<file path="src/rtl/vend_session_arbiter.sv">
// Round-robin session arbiter for a shared vending datapath: grants one kiosk,
// latches its item, accumulates coin credit and ends the session with a vend or refund.
module vend_session_arbiter #(
  parameter int unsigned N_REQ       = 4,
  parameter int unsigned TIMEOUT_CYC = 16
) (
  input  logic               clk,
  input  logic               rst,
  input  logic [N_REQ-1:0]   req,
  input  logic [6*N_REQ-1:0] item_in,
  input  logic               coin_valid,
  input  logic [6:0]         coin_val,
  input  logic               cancel,
  input  logic [7:0]         price,
  output logic [N_REQ-1:0]   gnt,
  output logic [5:0]         sel_item,
  output logic               add_more,
  output logic [7:0]         credit,
  output logic               vend_valid,
  output logic               refund_valid,
  output logic [7:0]         change,
  output logic               coin_reject
);

  localparam int unsigned IDX_W = (N_REQ > 1) ? $clog2(N_REQ) : 1;
  localparam int unsigned TMO_W = (TIMEOUT_CYC > 2) ? $clog2(TIMEOUT_CYC) : 1;

  typedef enum logic [1:0] {
    S_IDLE    = 2'd0,
    S_COLLECT = 2'd1,
    S_VEND    = 2'd2,
    S_REFUND  = 2'd3
  } state_e;

  state_e             state_q, state_d;
  logic [IDX_W-1:0]   last_q, last_d;
  logic [N_REQ-1:0]   gnt_q, gnt_d;
  logic [5:0]         sel_q, sel_d;
  logic [7:0]         credit_q, credit_d;
  logic               add_more_q, add_more_d;
  logic               vend_q, vend_d;
  logic               refund_q, refund_d;
  logic [7:0]         change_q, change_d;
  logic               reject_q, reject_d;
  logic [TMO_W-1:0]   tmo_q, tmo_d;

  logic [N_REQ-1:0][5:0] items;
  logic                  found;
  logic [IDX_W-1:0]      pick;
  logic [8:0]            sum;
  logic                  tmo_hit;

  assign items   = item_in;
  assign sum     = {1'b0, credit_q} + {2'b00, coin_val};
  assign tmo_hit = (tmo_q == TMO_W'(TIMEOUT_CYC - 1));

  // Round-robin search starting just above the last granted kiosk.
  always_comb begin
    found = 1'b0;
    pick  = last_q;
    for (int unsigned i = 1; i <= N_REQ; i++) begin
      logic [IDX_W-1:0] k;
      k = IDX_W'((32'(last_q) + i) % N_REQ);
      if (!found && req[k]) begin
        found = 1'b1;
        pick  = k;
      end
    end
  end

  always_comb begin
    state_d    = state_q;
    last_d     = last_q;
    gnt_d      = gnt_q;
    sel_d      = sel_q;
    credit_d   = credit_q;
    add_more_d = 1'b0;
    vend_d     = 1'b0;
    refund_d   = 1'b0;
    change_d   = 8'd0;
    reject_d   = 1'b0;
    tmo_d      = tmo_q;

    case (state_q)
      S_IDLE: begin
        gnt_d    = '0;
        credit_d = 8'd0;
        if (found) begin
          state_d    = S_COLLECT;
          gnt_d      = N_REQ'(1) << pick;
          last_d     = pick;
          sel_d      = items[pick];
          tmo_d      = '0;
          add_more_d = 1'b1;
        end
      end

      S_COLLECT: begin
        if (price == 8'd0) begin
          state_d  = S_REFUND;
          refund_d = 1'b1;
          change_d = credit_q;
        end else if (coin_valid && sum[8]) begin
          // Refused coin does not count as activity for the timeout.
          reject_d   = 1'b1;
          add_more_d = (credit_q < price);
          if (!tmo_hit) tmo_d = tmo_q + TMO_W'(1);
        end else if (coin_valid) begin
          credit_d = sum[7:0];
          tmo_d    = '0;
          if (sum[7:0] >= price) begin
            state_d  = S_VEND;
            vend_d   = 1'b1;
            change_d = sum[7:0] - price;
          end else if (cancel) begin
            state_d  = S_REFUND;
            refund_d = 1'b1;
            change_d = sum[7:0];
          end else begin
            add_more_d = 1'b1;
          end
        end else if (cancel || tmo_hit) begin
          state_d  = S_REFUND;
          refund_d = 1'b1;
          change_d = credit_q;
        end else begin
          tmo_d      = tmo_q + TMO_W'(1);
          add_more_d = (credit_q < price);
        end
      end

      S_VEND, S_REFUND: begin
        state_d  = S_IDLE;
        gnt_d    = '0;
        credit_d = 8'd0;
      end

      default: state_d = S_IDLE;
    endcase
  end

  always_ff @(posedge clk) begin
    if (rst) begin
      state_q    <= S_IDLE;
      last_q     <= IDX_W'(N_REQ - 1);
      gnt_q      <= '0;
      sel_q      <= 6'd0;
      credit_q   <= 8'd0;
      add_more_q <= 1'b0;
      vend_q     <= 1'b0;
      refund_q   <= 1'b0;
      change_q   <= 8'd0;
      reject_q   <= 1'b0;
      tmo_q      <= '0;
    end else begin
      state_q    <= state_d;
      last_q     <= last_d;
      gnt_q      <= gnt_d;
      sel_q      <= sel_d;
      credit_q   <= credit_d;
      add_more_q <= add_more_d;
      vend_q     <= vend_d;
      refund_q   <= refund_d;
      change_q   <= change_d;
      reject_q   <= reject_d;
      tmo_q      <= tmo_d;
    end
  end

  assign gnt          = gnt_q;
  assign sel_item     = sel_q;
  assign add_more     = add_more_q;
  assign credit       = credit_q;
  assign vend_valid   = vend_q;
  assign refund_valid = refund_q;
  assign change       = change_q;
  assign coin_reject  = reject_q;

endmodule

</file>
<file path="config.mk">
export PLATFORM = sky130hd
export DESIGN_NAME = vend_session_arbiter
export DESIGN_NICKNAME = d
export VERILOG_FILES = /design/src/rtl/vend_session_arbiter.sv
export SDC_FILE = /design/constraint.sdc
export NUM_CORES = 1
export LEC_CHECK = 0
export CAP_MARGIN = 20
export CORE_UTILIZATION = 40
export CTS_CLUSTER_DIAMETER = 200
export DETAILED_ROUTE_END_ITERATION = 8
export DONT_BUFFER_PORTS = 1
export HOLD_SLACK_MARGIN = 0.08
export MAX_ROUTING_LAYER = met4
export PLACE_DENSITY_LB_ADDON = 0.05
export SYNTH_ARGS = -nofsm -noshare
export SYNTH_HDL_FRONTEND = slang
export SYNTH_SLANG_ARGS = --single-unit
</file>
<file path="constraint.sdc">
create_clock -name clk -period 7.95 [get_ports clk]
set_input_delay 1.1925 -clock clk [delete_from_list [all_inputs] [get_ports clk]]
set_output_delay 1.1925 -clock clk [all_outputs]
set_load 0.03 [all_outputs]
</file>
==> run summary, run 1 <==
grt ovf: 0
Rows: 29
die span in x: 84.0 µm
FFs w/ async S/R, synth: 0%
cells after synthesis: 312
Placer Congestion: 0.889
largest net degree at the start of global routing: 18
Root Driver: clkbuf_8
TritonCTS buffer count: 5
Synth Flop Type: dfxtp_1
initial antenna violation count: 0
post-cts sizing count: 0
IO Count: 77
CTS H-tree lvls: 2
Vert. Die Dim: 84.0 µm
register bit total from synthesis: 38
Starting Density: 41.9%
status: stopped before the end
Post-CTS Setup Inserts: 0
Mapped Nets: 384
GRT Overall Usage: 20.2%
Hold Buf Count CTS: 0
sequential element share of the synthesized area: 28.3%
Netlist cell types: 59
Last stage: 5_2_route
# port buffers: 0
Longest Clk Path Bufs: 2
CTS Sinks: 38
Avg Inst Size Synth: 8.62 µm²
vias in the first global route: 2153
Netlist Area Pre-Place: 0.00269 mm²
first-pass GRT wire length: 11.0 mm
Log Error: Error: _059_ 1 pin not visited #guides = 16
EDFF count, synth: 0
Final HPWL DP: 5.37 mm
total number of yosys warnings: 0
[layer usage]
metal	track usage (%)
met1	29.5
met2	28.2
met3	4.25
met5	-
met4	5.02
[stage by stage]
stage / util, % / hold slack (ns) / area (µm²) / std cells / setup WS [ns]
2_1_floorplan: - / 0.449 / 2690 / 312 / 4.02
3_3_place_gp: 42.8 / 0.464 / 2750 / 381 / 3.39
4_1_cts: 44.9 / 0.476 / 2890 / 389 / 3.67
3_5_place_dp: 42.8 / 0.464 / 2750 / 381 / 3.35
5_1_grt: 44.9 / 0.507 / 2890 / 389 / 3.40
[cells in the mapped netlist (6+ instances only)]
master    number  area (µm²)
a21oi_1       19        95.1
a22oi_1        9        67.6
clkbuf_1       6        22.5
dfxtp_1       38         761
ha_1          23         288
inv_1         15        56.3
mux2_2         6        67.6
mux2i_1       17         170
nand2_1       23        86.3
nand2b_1       7        43.8
nand3_1        9        45.0
nor2_1        23        86.3
nor3_1         6        30.0
o211ai_1       7        52.6
o21ai_0       21         105
o21ai_1        7        35.0
[kinds of logic after synthesis]
kind of cell    synth area share, %
compound gates                 26.2
simple gates                   18.3
flops                          28.3
fa+ha+maj                      12.2
buf+inv                        3.53
mux                            8.84
xor+xnor                       2.60
==> inputs of run 2 (changes only) <==
- CORE_UTILIZATION: 40 -> 25
- CTS_CLUSTER_DIAMETER: 200 -> not set
- HOLD_SLACK_MARGIN: 0.08 -> not set
- MAX_ROUTING_LAYER: met4 -> not set
- PLACE_DENSITY_LB_ADDON: 0.05 -> 0.15
==> run 2 against run 1 <==
The flow now finishes without violations; global-route usage shrank 6.3 points; synthesized cell count is the same; area after synthesis is the same.
==> run summary, run 2 <==
grt ovf: 0 (unchanged)
Setup Skew: 0.00754 ns
P&R area growth vs syn: 10.5%
status: complete, no violations (was stopped before the end)
Longest Clk Path Bufs: 2 (unchanged)
Critical Path Sink: change[0]
Worst EP arrival: 4.51 ns
share of the synthesized area in the top cell type: 28.3% (unchanged)
# DRC: 0
CP Launch Type: input pin
ANT cells: 0
clk slew on worst S/H paths: 0.08 ns
Netlist cell types: 59 (unchanged)
Switching Share: 34.5%
clock power share: 32.0%
CTS Sinks: 38 (unchanged)
Final #Nets: 384
setup violators final: 0
Antenna Nets Post-Route: 0
EDFF count, synth: 0 (unchanged)
actual slew at the worst max-slew pin: 1.05 ns
Crit Path Class: input pin to register
Synth area leaders: dfxtp_1 28%, ha_1 11%, mux2i_1 6.3% (unchanged)
end-of-flow core utilization: 28.7%
GR Layer Usage met1: 17.7% (was 29.5%)
Reg2Reg Setup Slack: 3.95 ns
Setup TNS: 0 ns
most frequent cells in the layout: 38 x dfxtp_1, 23 x nor2_1, 23 x nand2_1, 23 x ha_1, 21 x o21ai_0
critical path, cell by cell: ha_1 > fa_1 > a211oi_4 > nor2_1 > xor2_1 > ha_1 > o21a_1 > o31a_1 > o31a_1 > nor2_1 > mux2i_1 > a22o_1
Reg power frac: 38.8%
worst r2r path cells: 11
Clock Latency Late Sink: 0.30 ns
critical path fanouts, max: 11
Starting Density: 25.9% (was 41.9%)
most common cell after layout, fill and taps aside: dfxtp_1
register bit total from synthesis: 38 (unchanged)
fin crit share: 54.3%
Tot Pwr: 0.647 mW
die area: 0.0112 mm²
Achievable Freq: 232 MHz
Worst path max stage delay: 0.70 ns
Worst setup EP type: register
1st-pass router iterations: 4
internal power: 0.424 mW
Post-CTS Setup Inserts: 0 (unchanged)
Crit. Startpoint: coin_val[0]
met3 Resource Use GR: 3.71% (was 4.25%)
FFs w/ async S/R, synth: 0% (unchanged)
Pins Over Slew Limit: 0
DR WL/cell: 16.6 µm
CTS H-tree lvls: 2 (unchanged)
cell accounting for the most synthesized area: dfxtp_1 (unchanged)
CP Depth: 12
final hold violation count: 0
P_leak: 1.22 nW
r2r startpoint: credit[2]
Vert. Die Dim: 106 µm (was 84.0 µm)
Vias/cell: 5.14
peak supply drop: 0.0845 mV
first-pass GRT wire length: 12.2 mm (was 11.0 mm)
largest net degree at the start of global routing: 18 (unchanged)
Hold Path Class: register to register
Data required, critical path: 8.15 ns
die span in x: 106 µm (was 84.0 µm)
global route hottest layer: met2 (was met1)
post-cts sizing count: 0 (unchanged)
Filler Cell Count: 1118
CTS tree: built
P_sw: 0.224 mW
unrepaired setup endpoints after global routing: false
layout cells sized above 1: 8.95%
core area: 0.0104 mm²
Placer Congestion: 0.807 (was 0.889)
vias in the first global route: 2307 (was 2153)
GRT Overall Usage: 13.9% (was 20.2%)
most frequent cell after synthesis: dfxtp_1 (unchanged)
Tmin final: 4.32 ns
slowest CP cell: nor2_1
Avg Inst Size Synth: 8.62 µm² (unchanged)
Hold Buf Count CTS: 0 (unchanged)
Critical path buffers and inverters: 0
GR Util met2: 22.3% (was 28.2%)
# port buffers: 0 (unchanged)
Mapped Nets: 384 (unchanged)
Vias: 2306
Rel. slew slack: 29.0%
Logic pwr share: 29.1%
initial antenna violation count: 0 (unchanged)
Rows: 37 (was 29)
capturing point of the worst reg2reg path: change[0]
total number of yosys warnings: 0 (unchanged)
sequential element share of the synthesized area: 28.3% (unchanged)
Synth Flop Type: dfxtp_1 (unchanged)
DRT Wirelength: 7.46 mm
Root Driver: clkbuf_8 (unchanged)
Netlist Area Pre-Place: 0.00269 mm² (unchanged)
Commonest cells post-synth: 38 x dfxtp_1, 23 x ha_1, 23 x nand2_1, 23 x nor2_1, 21 x o21ai_0 (unchanged)
MaxCap Viol Count: 0
PD cells: 218 mW/mm²
DR iter-0 viols: 106
CP top delay family: compound AO/OA/AOI/OAI gates
IO Count: 77 (unchanged)
cells after synthesis: 312 (unchanged)
TritonCTS buffer count: 5 (unchanged)
Final HPWL DP: 5.92 mm (was 5.37 mm)
==> run 2: metal layers <==
layer	vias to the layer above	part of all wire, %
met5	-	0
met4	0	2.0
met3	10	5.7
met2	70	46
met1	1053	47
li1	1173	-
==> run 2: how the worst min path moves through the flow <==
stage / start / end / cells past startpoint
after floorplan: tmo_q[1] / tmo_q[1] / 2
after global placement: tmo_q[1] / tmo_q[1] / 2
after detailed placement: tmo_q[1] / tmo_q[1] / 2
after CTS: tmo_q[1] / tmo_q[1] / 2
after global routing: tmo_q[1] / tmo_q[1] / 2
final: tmo_q[1] / tmo_q[1] / 2
==> run 2: area by class of cell <==
class	count	area (µm²)	share of cell area, %
clock buffer	6	82.6	2.78
clock inverter	2	60.1	2.02
inverter	15	56.3	1.89
multi-input combinational	251	1830	61.7
sequential	38	761	25.6
tap	136	170	5.73
timing repair buffer	1	7.51	0.253
==> run 2: logic make-up (layout without fill, tap and decap cells) <==
kind of cell | Yosys count | after routing | synth area share, %
compound gates | 99 | 99 | 26.2
xor+xnor | 8 | 8 | 2.60
fa+ha+maj | 25 | 25 | 12.2
buf+inv | 23 | 24 | 3.53
flops | 38 | 38 | 28.3
mux | 23 | 23 | 8.84
simple gates | 96 | 96 | 18.3
==> run 2: power groups by stage <==
stage          sequential, mW  combinational, mW  clock [mW]
4_1_cts                 0.252              0.189       0.218
2_1_floorplan           0.251              0.157           0
3_5_place_dp            0.257              0.188           0
6_report                0.251              0.189       0.207
5_1_grt                 0.254              0.212       0.223
3_3_place_gp            0.257              0.189           0
==> run 2: metrics by stage <==
step	std cells	setup WS [ns]	hold slack, ns	area (µm²)
after CTS	449	3.62	0.477	2970
after detailed placement	441	3.30	0.465	2830
after global routing	449	3.44	0.501	2970
final	449	3.63	0.476	2970
after global placement	441	3.38	0.460	2830
after floorplan	312	4.02	0.449	2690
==> run 2: worst reg2reg max path, stage by stage (launching register included) <==
cell and delay, ns:
dfxtp_1 0.63, ha_1 0.34, a211oi_1 0.10, nor3b_1 0.38, o21ai_0 0.19, xnor2_1 0.38, ha_1 0.36, a21oi_1 0.18
o21ai_0 0.19, nor2_1 0.75, mux2i_1 0.17, a22o_1 0.26
Power figures use the tool's default switching activity.
==> inputs of run 3 (changes only) <==
- clock period: 7.95 -> 4.1 ns (I/O delays scaled with it)
==> run 3 against run 2 <==
Core utilization increased by 0.82 points; clock skew shrank 0.0033 ns; combinational power is 110% higher; via count is 1.5% higher; global-route usage grew 0.16 points; non-clock buffer count rose by 12; total power grew 94%; sequential share of layout area shrank 0.71 points; cell area grew 2.9%; critical path type is now register to register; largest power group unchanged; highest routed layer unchanged.
==> run summary, run 3 (synthesis results as in run 2) <==
Achievable Freq: 282 MHz
setup violators final: 0 (unchanged)
Vias/cell: 5.08 (was 5.14)
end-of-flow core utilization: 29.5% (was 28.7%)
# port buffers: 0 (unchanged)
critical path fanouts, max: 6 (was 11)
status: complete, no violations (unchanged)
Critical path buffers and inverters: 0 (unchanged)
CTS tree: built (unchanged)
Final HPWL DP: 6.04 mm (was 5.92 mm)
slowest CP cell: dfxtp_1 (was nor2_1)
1st-pass router iterations: 4 (unchanged)
P&R area growth vs syn: 13.6% (was 10.5%)
Setup Skew: 0.00421 ns (was 0.00754 ns)
peak supply drop: 0.184 mV (was 0.0845 mV)
ANT cells: 0 (unchanged)
clk slew on worst S/H paths: 0.08 ns (about the same)
DR WL/cell: 16.1 µm (was 16.6 µm)
GRT Overall Usage: 14.1% (was 13.9%)
largest net degree at the start of global routing: 18 (unchanged)
CP top delay family: compound AO/OA/AOI/OAI gates (unchanged)
Data required, critical path: 4.28 ns (was 8.15 ns)
die area: 0.0112 mm² (unchanged)
Root Driver: clkbuf_8 (unchanged)
Longest Clk Path Bufs: 2 (unchanged)
Worst path max stage delay: 0.49 ns (was 0.70 ns)
Crit Path Class: register to register (was input pin to register)
vias in the first global route: 2393 (was 2307)
CTS Sinks: 38 (unchanged)
Tmin final: 3.55 ns
DRT Wirelength: 7.43 mm (was 7.46 mm)
most frequent cells in the layout: 38 x dfxtp_1, 23 x nor2_1, 23 x nand2_1, 23 x ha_1, 21 x o21ai_0 (unchanged)
actual slew at the worst max-slew pin: 1.07 ns (was 1.05 ns)
first-pass GRT wire length: 12.4 mm (was 12.2 mm)
Worst setup EP type: register (unchanged)
initial antenna violation count: 0 (unchanged)
grt ovf: 0 (unchanged)
Hold Path Class: input pin to register (was register to register)
Clock Latency Late Sink: 0.30 ns (about the same)
fin crit share: 86.5%
die span in x: 106 µm (unchanged)
unrepaired setup endpoints after global routing: false (unchanged)
IO Count: 77 (unchanged)
Vert. Die Dim: 106 µm (unchanged)
final hold violation count: 0 (unchanged)
Starting Density: 25.9% (unchanged)
post-cts sizing count: 0 (unchanged)
Rel. slew slack: 28.3% (was 29.0%)
final hold slack: 0.376 ns (was 0.476 ns)
MaxCap Viol Count: 0 (unchanged)
layout cells sized above 1: 12.3% (was 8.95%)
most common cell after layout, fill and taps aside: dfxtp_1 (unchanged)
P_leak: 1.28 nW (was 1.22 nW)
Setup TNS: 0 ns (unchanged)
Post-CTS Setup Inserts: 0 (unchanged)
PD cells: 411 mW/mm² (was 218 mW/mm²)
DR iter-0 viols: 129 (was 106)
Antenna Nets Post-Route: 0 (unchanged)
Worst EP arrival: 3.73 ns (was 4.51 ns)
critical path, cell by cell: ha_1 > a211oi_1 > nor3b_1 > o21ai_0 > xnor2_1 > ha_1 > a21oi_1 > o21ai_0 > nor3_1 > o21ai_0 > a2111oi_1 (was ha_1 > fa_1 > a211oi_4 > nor2_1 > xor2_1 > ha_1 > o21a_1 > o31a_1 > o31a_1 > nor2_1 > mux2i_1 > a22o_1)
CTS H-tree lvls: 2 (unchanged)
Hold Buf Count CTS: 0 (unchanged)
Vias: 2341 (was 2306)
Most Frequent Cell on Critical Path: o21ai_0
TritonCTS buffer count: 5 (unchanged)
Pins Over Slew Limit: 0 (unchanged)
# DRC: 0 (unchanged)
Placer Congestion: 0.807 (about the same)
CP Launch Type: register (was input pin)
Rows: 37 (unchanged)
Final #Nets: 396 (was 384)
core area: 0.0104 mm² (unchanged)
## run 3: cell count changes in the layout (fill, tap and decap cells not counted), sizes merged
| cell | delta |
|---|---|
| clkbuf | -1 |
| clkinv | +1 |
| buf | +12 |
## run 3: final timing paths
kind                            startpoint        to  slack [ns]  cells after the start
worst max-delay path             credit[1]  add_more        0.55                     11
worst min-delay path                   rst  tmo_q[3]        0.38                      1
worst max register to register   credit[1]  add_more        0.55                     11
worst min register to register    tmo_q[1]  tmo_q[1]        0.48                      2
## run 3: stage by stage
| step | power [mW] | setup slack (ns) | instances | instance area [µm²] |
|---|---|---|---|---|
| after detailed placement | 0.877 | 0.245 | 453 | 2920 |
| after global placement | 0.878 | 0.286 | 453 | 2920 |
| after floorplan | 0.789 | 0.747 | 312 | 2690 |
| after CTS | 1.28 | 0.543 | 461 | 3060 |
| after global routing | 1.35 | 0.162 | 461 | 3060 |
| final | 1.26 | 0.553 | 461 | 3060 |
## run 3: cell type report
cell class | instances | area [µm²]
multi-input cells | 251 | 1830
clock inverters | 3 | 68.8
repair buffers | 13 | 97.6
well taps | 136 | 170
inverters | 15 | 56.3
fillers | 1119 | 7310
clock buffers | 5 | 68.8
flip-flops and latches | 38 | 761
## run 3: power by group
group	switching, mW	internal, mW	total, mW
clock	0.146	0.244	0.390
combinational	0.219	0.172	0.391
sequential	0.0718	0.403	0.475
## run 3: per-layer routing
layer	GRT usage, %	wire [µm]
met5	0	0
met2	22.5	3380
met3	3.34	390
met1	18.1	3470
met4	5.75	191
